$ cat src/rtl/sar_pkg.sv
// Shared types and helpers for the successive-approximation search engine.
package sar_pkg;

   typedef enum logic [1:0] {IDLE, TRIAL, FIN} sar_state_t;

   localparam int SAR_WIDTH = 32;

   // True when exactly one of the three comparator flags is set.
   function automatic logic flags_ok(input logic gt, input logic lt, input logic eq);
      return (gt ^ lt ^ eq) & ~(gt & lt & eq);
   endfunction

endpackage

$ cat src/rtl/sar_search_32.sv
// SAR search engine: drives comparator operand A bit by bit (MSB first) and
// rebuilds the unknown B operand from the GT/LT/EQ flags, stopping early on EQ.
module sar_search_32
   import sar_pkg::*;
#(
   parameter int WIDTH      = SAR_WIDTH,
   parameter int SETTLE_CYC = 0
) (
   input  logic             clk,
   input  logic             rst,
   input  logic             start,
   input  logic             gt,
   input  logic             lt,
   input  logic             eq,
   output logic [WIDTH-1:0] probe,
   output logic             busy,
   output logic             done,
   output logic [WIDTH-1:0] result,
   output logic             exact,
   output logic             err
);

   localparam int KW = (WIDTH > 1) ? $clog2(WIDTH) : 1;
   localparam int SW = (SETTLE_CYC > 0) ? $clog2(SETTLE_CYC + 1) : 1;

   localparam logic [KW-1:0]    K_TOP       = KW'(WIDTH - 1);
   localparam logic [SW-1:0]    SETTLE_LAST = SW'(SETTLE_CYC);
   localparam logic [WIDTH-1:0] ONE         = WIDTH'(1);
   localparam logic [WIDTH-1:0] MSB_MASK    = ONE << (WIDTH - 1);

   sar_state_t       state_reg;
   logic [KW-1:0]    k_reg;
   logic [SW-1:0]    settle_reg;
   logic [WIDTH-1:0] acc_reg;
   logic [WIDTH-1:0] probe_reg;
   logic [WIDTH-1:0] result_reg;
   logic             busy_reg;
   logic             done_reg;
   logic             exact_reg;
   logic             err_reg;

   logic [WIDTH-1:0] bit_mask;
   logic [WIDTH-1:0] next_mask;
   logic [WIDTH-1:0] acc_next;
   logic             sample_edge;

   assign bit_mask    = ONE << k_reg;
   assign next_mask   = bit_mask >> 1;
   assign acc_next    = lt ? (acc_reg | bit_mask) : acc_reg;
   assign sample_edge = (settle_reg == SETTLE_LAST);

   always_ff @(posedge clk) begin
      if (rst) begin
         state_reg  <= IDLE;
         k_reg      <= K_TOP;
         settle_reg <= '0;
         acc_reg    <= '0;
         probe_reg  <= '0;
         result_reg <= '0;
         busy_reg   <= 1'b0;
         done_reg   <= 1'b0;
         exact_reg  <= 1'b0;
         err_reg    <= 1'b0;
      end else begin
         done_reg <= 1'b0;
         case (state_reg)
            IDLE: begin
               if (start) begin
                  state_reg  <= TRIAL;
                  k_reg      <= K_TOP;
                  settle_reg <= '0;
                  acc_reg    <= '0;
                  probe_reg  <= MSB_MASK;
                  busy_reg   <= 1'b1;
                  exact_reg  <= 1'b0;
                  err_reg    <= 1'b0;
               end
            end
            TRIAL: begin
               if (!sample_edge) begin
                  settle_reg <= settle_reg + SW'(1);
               end else begin
                  settle_reg <= '0;
                  if (!flags_ok(gt, lt, eq)) begin
                     state_reg  <= FIN;
                     err_reg    <= 1'b1;
                     result_reg <= '0;
                     probe_reg  <= '0;
                     busy_reg   <= 1'b0;
                     done_reg   <= 1'b1;
                  end else if (eq) begin
                     // probe_reg already holds the matching value, so it keeps mirroring result.
                     state_reg  <= FIN;
                     exact_reg  <= 1'b1;
                     result_reg <= probe_reg;
                     busy_reg   <= 1'b0;
                     done_reg   <= 1'b1;
                  end else if (k_reg == '0) begin
                     state_reg  <= FIN;
                     result_reg <= acc_next;
                     probe_reg  <= acc_next;
                     busy_reg   <= 1'b0;
                     done_reg   <= 1'b1;
                  end else begin
                     k_reg     <= k_reg - KW'(1);
                     acc_reg   <= acc_next;
                     probe_reg <= acc_next | next_mask;
                  end
               end
            end
            FIN: begin
               state_reg <= IDLE;
            end
            default: begin
               state_reg <= IDLE;
            end
         endcase
      end
   end

   assign probe  = probe_reg;
   assign busy   = busy_reg;
   assign done   = done_reg;
   assign result = result_reg;
   assign exact  = exact_reg;
   assign err    = err_reg;

endmodule

$ cat config.mk
export PLATFORM = sky130hd
export DESIGN_NAME = sar_search_32
export DESIGN_NICKNAME = d
export VERILOG_FILES = /design/src/rtl/sar_pkg.sv /design/src/rtl/sar_search_32.sv
export SDC_FILE = /design/constraint.sdc
export NUM_CORES = 1
export LEC_CHECK = 0
export CORE_MARGIN = 1
export CORE_UTILIZATION = 40
export CTS_CLUSTER_SIZE = 40
export DETAILED_ROUTE_END_ITERATION = 8
export SLEW_MARGIN = 15
export SYNTH_ARGS = -nofsm -noshare
export SYNTH_HDL_FRONTEND = slang
export SYNTH_SLANG_ARGS = --single-unit
$ cat constraint.sdc
create_clock -name clk -period 6.9 [get_ports clk]
set_input_delay 1.38 -clock clk [delete_from_list [all_inputs] [get_ports clk]]
set_output_delay 1.38 -clock clk [all_outputs]
set_load 0.01 [all_outputs]
-- Word-level counts from Yosys, hierarchy flattened
Cells that the tools add are included.
- register bits: 108
- bits in latches: 0
- RAM bits: 0
- bits in read-only memories: 0
- input bits: 6
- output and inout bits: 68
- word-level logic and storage cells: 93
- memories: 0
- $add $sub $neg: 2
- $mul: 0
- div/mod/pow operators: 0
- $lt $le $gt $ge: 0
- equal/unequal tests: 11
- shift operators: 1
- multiplexer cells: 47
- bitwise gates (word level): 10
- reductions and logical operators: 12
- operators with widths (kind ; count):
    32-bit 2-to-1 mux ; 14
    32-bit case mux with 2 select lines ; 2
    32-bit by 31-bit bitwise OR with 32-bit output ; 1
    32-bit bitwise OR ; 1
    1-bit by 5-bit left shift with 32-bit output, first input constant ; 1
    5-bit 2-to-1 mux ; 5
    1-bit 2-to-1 mux ; 15
    2-bit != test, second input constant ; 7
    4-bit AND reduction ; 3
    2-bit 2-to-1 mux ; 5
    5-bit case mux with 2 select lines ; 1
    1-bit case mux with 2 select lines ; 4
    3-bit AND reduction ; 2
    6-bit AND reduction ; 1
    5-bit logical NOT ; 1
    5-bit AND reduction ; 1
    5-bit by 1-bit subtractor with 5-bit output, second input constant ; 1
    4-bit != test, second input constant ; 1
    2-bit case mux with 2 select lines ; 1
    1-bit AND ; 3
    3-bit by 2-bit != test with 1-bit output, second input constant ; 1
    3-bit != test, second input constant ; 1
    1-bit NOT ; 3
    3-bit OR reduction ; 1
    6 further kinds ; 7

-- Longest topological paths before layout
- word-level depth: 9
- mapped depth: 9

-- Least setup slack after synthesis
Ideal clock, no wire load.
- path kind: input -> register
- from: input port eq
- to: register acc_reg[1]
- setup time: 0.062 ns
- arrival time: 3.385 ns
- data required time: 6.838 ns
- slack: 3.453 ns
- stages: 8
- path buffers: 2
- cell sequence: clkbuf_1 > inv_1 > ha_1 > nor4b_1 > nor2b_1 > clkbuf_2 > and3_1 > a32o_1
- longest elaborated chain between the ends: 5
- RTL lines (what ; RTL line ; text):
    from (decl) ; sar_search_32.sv:14 ; input logic eq,
    1-bit AND ; sar_pkg.sv:10 ; return (gt ^ lt ^ eq) & ~(gt & lt & eq);
    1-bit NOT ; sar_pkg.sv:10 ;
    1-bit AND ; sar_pkg.sv:10 ;
    2-bit != test (no source line) ; - ;
    6-bit AND reduction (no source line) (*) ; - ;
    to (signal assigned) ; sar_search_32.sv:106 ; acc_reg <= acc_next;
    to (decl) ; sar_search_32.sv:34 ; logic [WIDTH-1:0] acc_reg;
Mark *: on every way between the ends. The rest lies on a longest branch, timed or not.
A chain may end at the register's enable or synchronous reset.

-- Final worst setup path
- from: input port lt
- to: register acc_reg[2]
- longest elaborated chain between the ends: 6
- RTL lines (what ; RTL line ; text):
    from (decl) ; sar_search_32.sv:13 ; input logic lt,
    32-bit 2-to-1 mux / 1-bit AND (equally long branches) ; sar_search_32.sv:49, sar_pkg.sv:10 ;
    32-bit 2-to-1 mux / 1-bit AND (equally long branches) ; sar_search_32.sv:98, sar_pkg.sv:10 ;
    32-bit 2-to-1 mux / 1-bit NOT (equally long branches) ; sar_search_32.sv:91, sar_pkg.sv:10 ;
    32-bit 2-to-1 mux / 1-bit AND (equally long branches) ; sar_search_32.sv:84, sar_pkg.sv:10 ;
    32-bit 2-to-1 mux / 2-bit != test (equally long branches) ; - ;
    32-bit case mux with 2 select lines / 6-bit AND reduction (equally long branches) ; - ;
Several ways; a longest one is shown, not always the timed one. The select of a mux whose other input is x is not followed.

==> flow_summary.ini <==
[logic_synthesis]
async_reset_ff_share_pct = 0
ys_dominant_reg_cell = dfxtp_1
syn_inst = 486
synthMuxAreaShare_pct = 3.131
syn_area_um2 = 4476
synth_top_family_by_area = compound AO/OA/AOI/OAI gates
yosysUniqueCellTypes = 40
yosys.area_share.adder_pct = 1.957
yosys.area_share.xor_xnor_pct = 0.7828
synth_simple_gate_area_share_pct = 14.96
synth_compound_area_share_pct = 26.50
synth-seq-area-share_pct = 47.86
avgSynthCellArea_um2 = 9.209
syn_nets = 499
ys.warnings.count = 0
ys_ff_latch = 107
synth_edf_count = 0

[timing]
finalWorstSetupSlack_ns = 2.633
timing.hold.ws_ns = 0.4752
rsz0062_at_grt = no
final.setup.tns_ns = 0
finalCritPeriodShare_pct = 61.85
max_slew.worst_pin.slew_ns = 0.8721
finalHoldViolations = 0
fmax_mhz = 234.3
finClkSkew_ns = 0.01673
slew_violations = 0
fin_crit_ns = 4.267
final-setup-viol-count = 0
slew_headroom_pct = 41.74

[global_route]
grt_start_max_net_pins = 59
overflow = 0
grt_pass1_wl_um = 19670
antenna_found_initial = 0
first_global_vias = 3701
grt_usage_pct = 21.88

[floorplan]
rows = 38
initial_core_util_pct = 41.11
pin_count = 74
design.die.area_um2 = 11620
die_h_um = 107.8
core_area_um2 = 10890
die_width_um = 107.8

[setup_path]
ff2ff_setup_slack_ns = 4.31
start_kind = primary input
slowest_stage = nor4b_1
r2r_end = result[10]
crit_arrival_ns = 4.59
reg2reg_from = k_reg[0]
cpLargestDelayFamily = simple AND/OR/NAND/NOR gates
ff2ff_path_depth = 7
max_stage_delay_ns = 0.76
required_ns = 7.22
cp_max_fo = 9
criticalPathCategory = in -> reg
crit_chain = clkdlybuf4s50_1 > ha_1 > ha_1 > nor4b_1 > nor2b_1 > and3_1 > a32o_1
crit_path_frequent_cell = ha_1
path_buf_inv = 1
critPathCaptureType = flip-flop

[detailed_routing]
route.detailed.drc = 0
ant_nets = 0
num_vias = 3890
wl_um = 12030
drtIter0Drc = 218
viasPerCell = 5.654
wl_per_cell_um = 17.48
first_pass_iters = 5

[pwr]
ir_worst_vdd_mv = 0.1548
power_leakage_nw = 1.904
power.total_w = 0.001069
power_density_nw_per_um2 = 196.5

[cells_and_area]
seqCellArea_um2 = 2142
drive_above_1_share_pct = 5.292
syn2layout_area_growth_pct = 21.53
multi_input_area_um2 = 2126
n_antenna_cell = 0
finalNetCount = 556
fill_cells = 1028

[worst_hold_path]
hold_class = reg -> reg
hold_path_startpoint = result[9]
hold_path_depth = 1
holdPathEnd = result[9]

[placement]
gp_congestion = 0.8642
dp_hpwl_um = 7893
preCtsSetupSlack_ns = 2.255
numPortBuffers = 73

[clock_network]
cts_buffer_depth = 2
clk_transition_reported_paths_ns = 0.10
clockRootBuffer = clkbuf_8
cts_max_level = 3
cts_sinks = 107
cts_tree = built
post_cts_resized = 0
cts_made_buffers = 9
holdBufCountCts = 0
postCtsSetupBuffers = 0
clk_latency_ns = 0.38

[run_status]
outcome = finished, final reports clean

[flow_run]
max-cap-violations = 0
through the flow:
step                cells  utilization (%)  instance area [µm²]
floorplan             486                -                 4476
global placement      672            48.23                 5251
detailed placement    672            48.23                 5251
CTS                   688            49.95                 5439
global route          688            49.95                 5439
finish                688            49.95                 5439
power breakdown:
| group | total (W) | switching, W | internal [W] |
|---|---|---|---|
| Combinational | 0.0000759 | 0.0000494 | 0.0000265 |
| Clock | 0.000367 | 0.000222 | 0.000144 |
| Sequential | 0.000626 | 0.00000392 | 0.000622 |
synth_stat cells (2+ instances only):
| library cell | number | area share, % |
|---|---|---|
| xnor2_1 | 3 | 0.59 |
| clkbuf_1 | 25 | 2.1 |
| o31ai_1 | 3 | 0.50 |
| a311oi_1 | 4 | 0.78 |
| buf_6 | 4 | 1.0 |
| o21ai_0 | 58 | 6.5 |
| nor2b_1 | 6 | 0.84 |
| a31oi_1 | 9 | 1.3 |
| mux2i_1 | 14 | 3.1 |
| and3_1 | 3 | 0.42 |
| dfxtp_1 | 107 | 48 |
| and2_1 | 2 | 0.28 |
| nand2b_1 | 19 | 2.7 |
| buf_8 | 2 | 0.67 |
| a22o_1 | 17 | 3.3 |
| nand2_1 | 53 | 4.4 |
| ha_1 | 7 | 2.0 |
| a32o_1 | 18 | 4.0 |
| nor2_1 | 32 | 2.7 |
| inv_1 | 10 | 0.84 |
| nand3_1 | 5 | 0.56 |
| o2bb2ai_1 | 31 | 6.1 |
| nand3b_1 | 2 | 0.34 |
| nor3_1 | 6 | 0.67 |
| nor3b_1 | 3 | 0.50 |
| or3_1 | 3 | 0.42 |
| a211oi_1 | 2 | 0.34 |
| a21oi_1 | 26 | 2.9 |
per-layer routing:
| metal | wire (µm) | global-route usage, % | part of all wire, % |
|---|---|---|---|
| met1 | 5749 | 29.76 | 48 |
| met2 | 5566 | 35.35 | 46 |
| met3 | 596 | 4.237 | 5.0 |
| met4 | 116 | 5.675 | 0.96 |
| met5 | 0 | 0 | 0 |
kinds of logic (layout without fill, tap and decap cells):
kind of cell / after synthesis / in the layout
muxes: 14 / 14
buffers and inverters: 43 / 105
DFF: 107 / 107
and+or+nand+nor: 140 / 140
adders and majority gates: 7 / 7
AOI/OAI and AO/OA: 171 / 171
xor gates and xnor gates: 4 / 4
placed cells by master, fill, tap and decap left out, drive strengths merged, types with 2 or more instances in the layout:
cell type      instances
dfxtp                107
and3                   3
clkdlybuf4s50         72
mux2i                 14
xnor2                  3
o2bb2ai               31
a22o                  17
clkinvlp               2
nand2b                19
nor2                  32
ha                     7
a32o                  18
clkbuf                10
a211oi                 3
a21oi                 26
or3                    3
nor2b                  6
nor3                   6
o31ai                  3
nand2                 53
buf                    7
nand3b                 2
nor3b                  3
nand3                  5
clkinv                 3
inv                   11
and2                   2
o21ai                 58
a311oi                 4
a31oi                  9
cell type report:
cell class	count	area share [%]
Inverter	10	0.6901
Clock buffer	10	2.530
Clock inverter	6	0.9202
Timing Repair Buffer	79	14.17
Sequential cell	107	39.38
Tap cell	140	3.221
Multi-Input combinational cell	336	39.08
worst max path at each step:
stage                  endpoint  slack [ns]  cells after the start  from
finish               acc_reg[2]        2.63                      7    lt
global route        acc_reg[30]        2.34                      7    lt
CTS                   probe[27]        2.64                      7    lt
detailed placement  acc_reg[15]        2.26                      7    lt
global placement     acc_reg[1]        2.38                      7    lt
floorplan            acc_reg[1]        3.45                      8    eq
Note: power is estimated with default switching activity, not from simulation.
==> RTL change: new RTL, same flow settings <==
Re-encode `sar_state_t` (3 states) as one-hot, 3 bits wide.
--- a/src/rtl/sar_pkg.sv
+++ b/src/rtl/sar_pkg.sv
@@ -1,7 +1,7 @@
 // Shared types and helpers for the successive-approximation search engine.
 package sar_pkg;
 
-   typedef enum logic [1:0] {IDLE, TRIAL, FIN} sar_state_t;
+   typedef enum logic [2:0] {IDLE = 3'b001, TRIAL = 3'b010, FIN = 3'b100} sar_state_t;
 
    localparam int SAR_WIDTH = 32;
 
Formal check against the unedited RTL: same outputs for any inputs over 4 cycles, from zero or initial values and one cycle with rst high; so few cycles prove little.
==> RTL change against the unedited design <==
Clock skew down 0.0099 ns; wire length up 11%; final area up 6.9%; sequential cell count up 1; register-to-register slack worse by 0.53 ns; worst setup slack worse by 0.46 ns; total power up 18%; synthesized area up 5.5%.
==> RTL change: results (changes against the unedited design) <==
[critical_path]
cp-startpoint = lt  ; unchanged
r2r-start = k_reg[0]  ; unchanged
cp_max_fo = 22  ; was 9
cp_data_arrival_time_ns = 5.01  ; was 4.59 ns

[job]
maxCapViolCount = 0  ; unchanged

[logic_synthesis]
ys_seq_area_frac = 0.458  ; was 0.479
synth_fa_ha_area_frac = 0.0186  ; was 0.0196
synth_cells = 520  ; was 486
synth_ff_type = dfxtp_1  ; unchanged
synthXorXnorAreaFrac = 0.00371  ; was 0.00783
syn_nets = 533  ; was 499
synth_cell_type_count = 56  ; was 40
synthArstFlopShare = 0  ; unchanged
ys_top_cells_by_area = dfxtp_1 46%, o2bb2ai_1 5.8%, nor2_1 4.7%, a21oi_1 4.2%, a32o_1 3.4%  ; was dfxtp_1 48%, o21ai_0 6.5%, o2bb2ai_1 6.1%, nand2_1 4.4%, a32o_1 4.0%
synth_compound_area_frac = 0.279  ; was 0.265
synth.top_cells.by_count = 108 x dfxtp_1, 59 x nor2_1, 40 x a21oi_1, 31 x clkbuf_1, 31 x o2bb2ai_1  ; was 107 x dfxtp_1, 58 x o21ai_0, 53 x nand2_1, 32 x nor2_1, 31 x o2bb2ai_1
synth.area.mux_share = 0.0193  ; was 0.0313
yosysWarnings = 0  ; unchanged

[clock_tree]
clkLatencyLatePin_ns = 0.35  ; was 0.38 ns
ctsHoldBuffers = 0  ; unchanged
cts_made_buffers = 9  ; unchanged
root_buffer = clkbuf_16  ; was clkbuf_8
cts-htree-levels = 3  ; unchanged
post_cts_buffers = 0  ; unchanged
cts_resized = 0  ; unchanged
clk_pin_slew_worst_paths_ns = 0.07  ; was 0.10 ns
cts_max_path_buffers = 2  ; unchanged

[global_routing]
grt_pass1_wl_mm = 21.9  ; was 19.7 mm
grt_max_degree = 67  ; was 59
grt_antenna_before_repair = 0  ; unchanged
track_usage = 0.225  ; was 0.219
grt_pass1_vias = 4089  ; was 3,701

[placed_design]
place.detailed.hpwl_mm = 8.90  ; was 7.89 mm
io_buffers = 73  ; unchanged
gp_congestion = 0.861  ; was 0.864

[final_layout]
nNetsFinal = 581  ; was 556
drive_above_1_share = 0.0612  ; was 0.0529
num_antenna_cells = 0  ; unchanged

[timing]
finClkSkew_ns = 0.00679  ; was 0.0167 ns
worstMarginPinSlew_ns = 1.05  ; was 0.872 ns

[routing]
wl_per_cell_um = 18.7  ; was 17.5 um
vias = 4170  ; was 3,890
dr.pass1.iters = 7  ; was 5
drtIter0Drc = 253  ; was 218

[hold_path]
hold_start = result[15]  ; was result[9]
hold_class = reg2reg  ; unchanged

[pwr]
p_leak_nw = 2.01  ; was 1.90 nW
power_switching_w = 0.000282  ; was 0.000276 W
ir_worst_vdd_mv = 0.110  ; was 0.155 mV

[status]
status = completed  ; unchanged

## RTL change: path summary, 6_finish.rpt
kind | endpoint | depth (start not counted) | slack [ns]
setup / recovery | probe[29] | 7 | 2.17
hold / removal | result[15] | 2 | 0.45
setup reg to reg | result[23] | 6 | 3.78
hold reg to reg | result[15] | 2 | 0.45
## RTL change: power by group through the flow
| stage | logic, W | registers (W) | clock network [W] |
|---|---|---|---|
| 4_1_cts | 0.0000693 | 0.000628 | 0.000577 |
| 3_5_place_dp | 0.0000690 | 0.000642 | 0 |
| 5_1_grt | 0.0000767 | 0.000628 | 0.000605 |
| 6_report | 0.0000698 | 0.000628 | 0.000568 |
| 2_1_floorplan | 0.0000474 | 0.000643 | 0 |
| 3_3_place_gp | 0.0000679 | 0.000642 | 0 |
## RTL change: area by class of cell
cell class	count	area, sq um
multi-input combinational	361	2340
tap	143	179
sequential	108	2160
fill	1076	5650
inverter	8	30.0
clock buffer	12	256
timing repair buffer	80	778
clock inverter	3	68.8
## RTL change: routing by layer
| metal | track usage | share of wire | vias up | wire [um] |
|---|---|---|---|---|
| met4 | 0.0942 | 0.017 | 0 | 224 |
| met3 | 0.0335 | 0.055 | 16 | 730 |
| met1 | 0.313 | 0.48 | 1975 | 6460 |
| met2 | 0.346 | 0.45 | 148 | 5960 |
| li1 | - | - | 2031 | - |
| met5 | 0 | 0 | - | 0 |
## RTL change: logic make-up after synthesis
group / count (synthesis)
buffers and inverters: 51
AO/OA/AOI/OAI: 185
multiplexers: 9
XOR/XNOR: 2
flip-flops: 108
adder cells (fa/ha/maj): 7
AND/OR/NAND/NOR: 158
## RTL change: through the flow
stage | hold WS (ns) | setup WS, ns | instances | instance area [sq um]
2_1_floorplan | 0.437 | 3.54 | 520 | 4720
3_3_place_gp | 0.441 | 2.09 | 700 | 5490
3_5_place_dp | 0.447 | 1.93 | 700 | 5490
4_1_cts | 0.457 | 2.22 | 715 | 5810
5_1_grt | 0.479 | 1.82 | 715 | 5810
6_report | 0.452 | 2.17 | 715 | 5810
## RTL change: critical path: stages
cell	delay, ns
clkdlybuf4s50_1	0.99
ha_1	0.37
ha_1	0.31
nor4b_1	0.73
nand3_1	0.62
buf_4	0.41
o2bb2ai_1	0.16
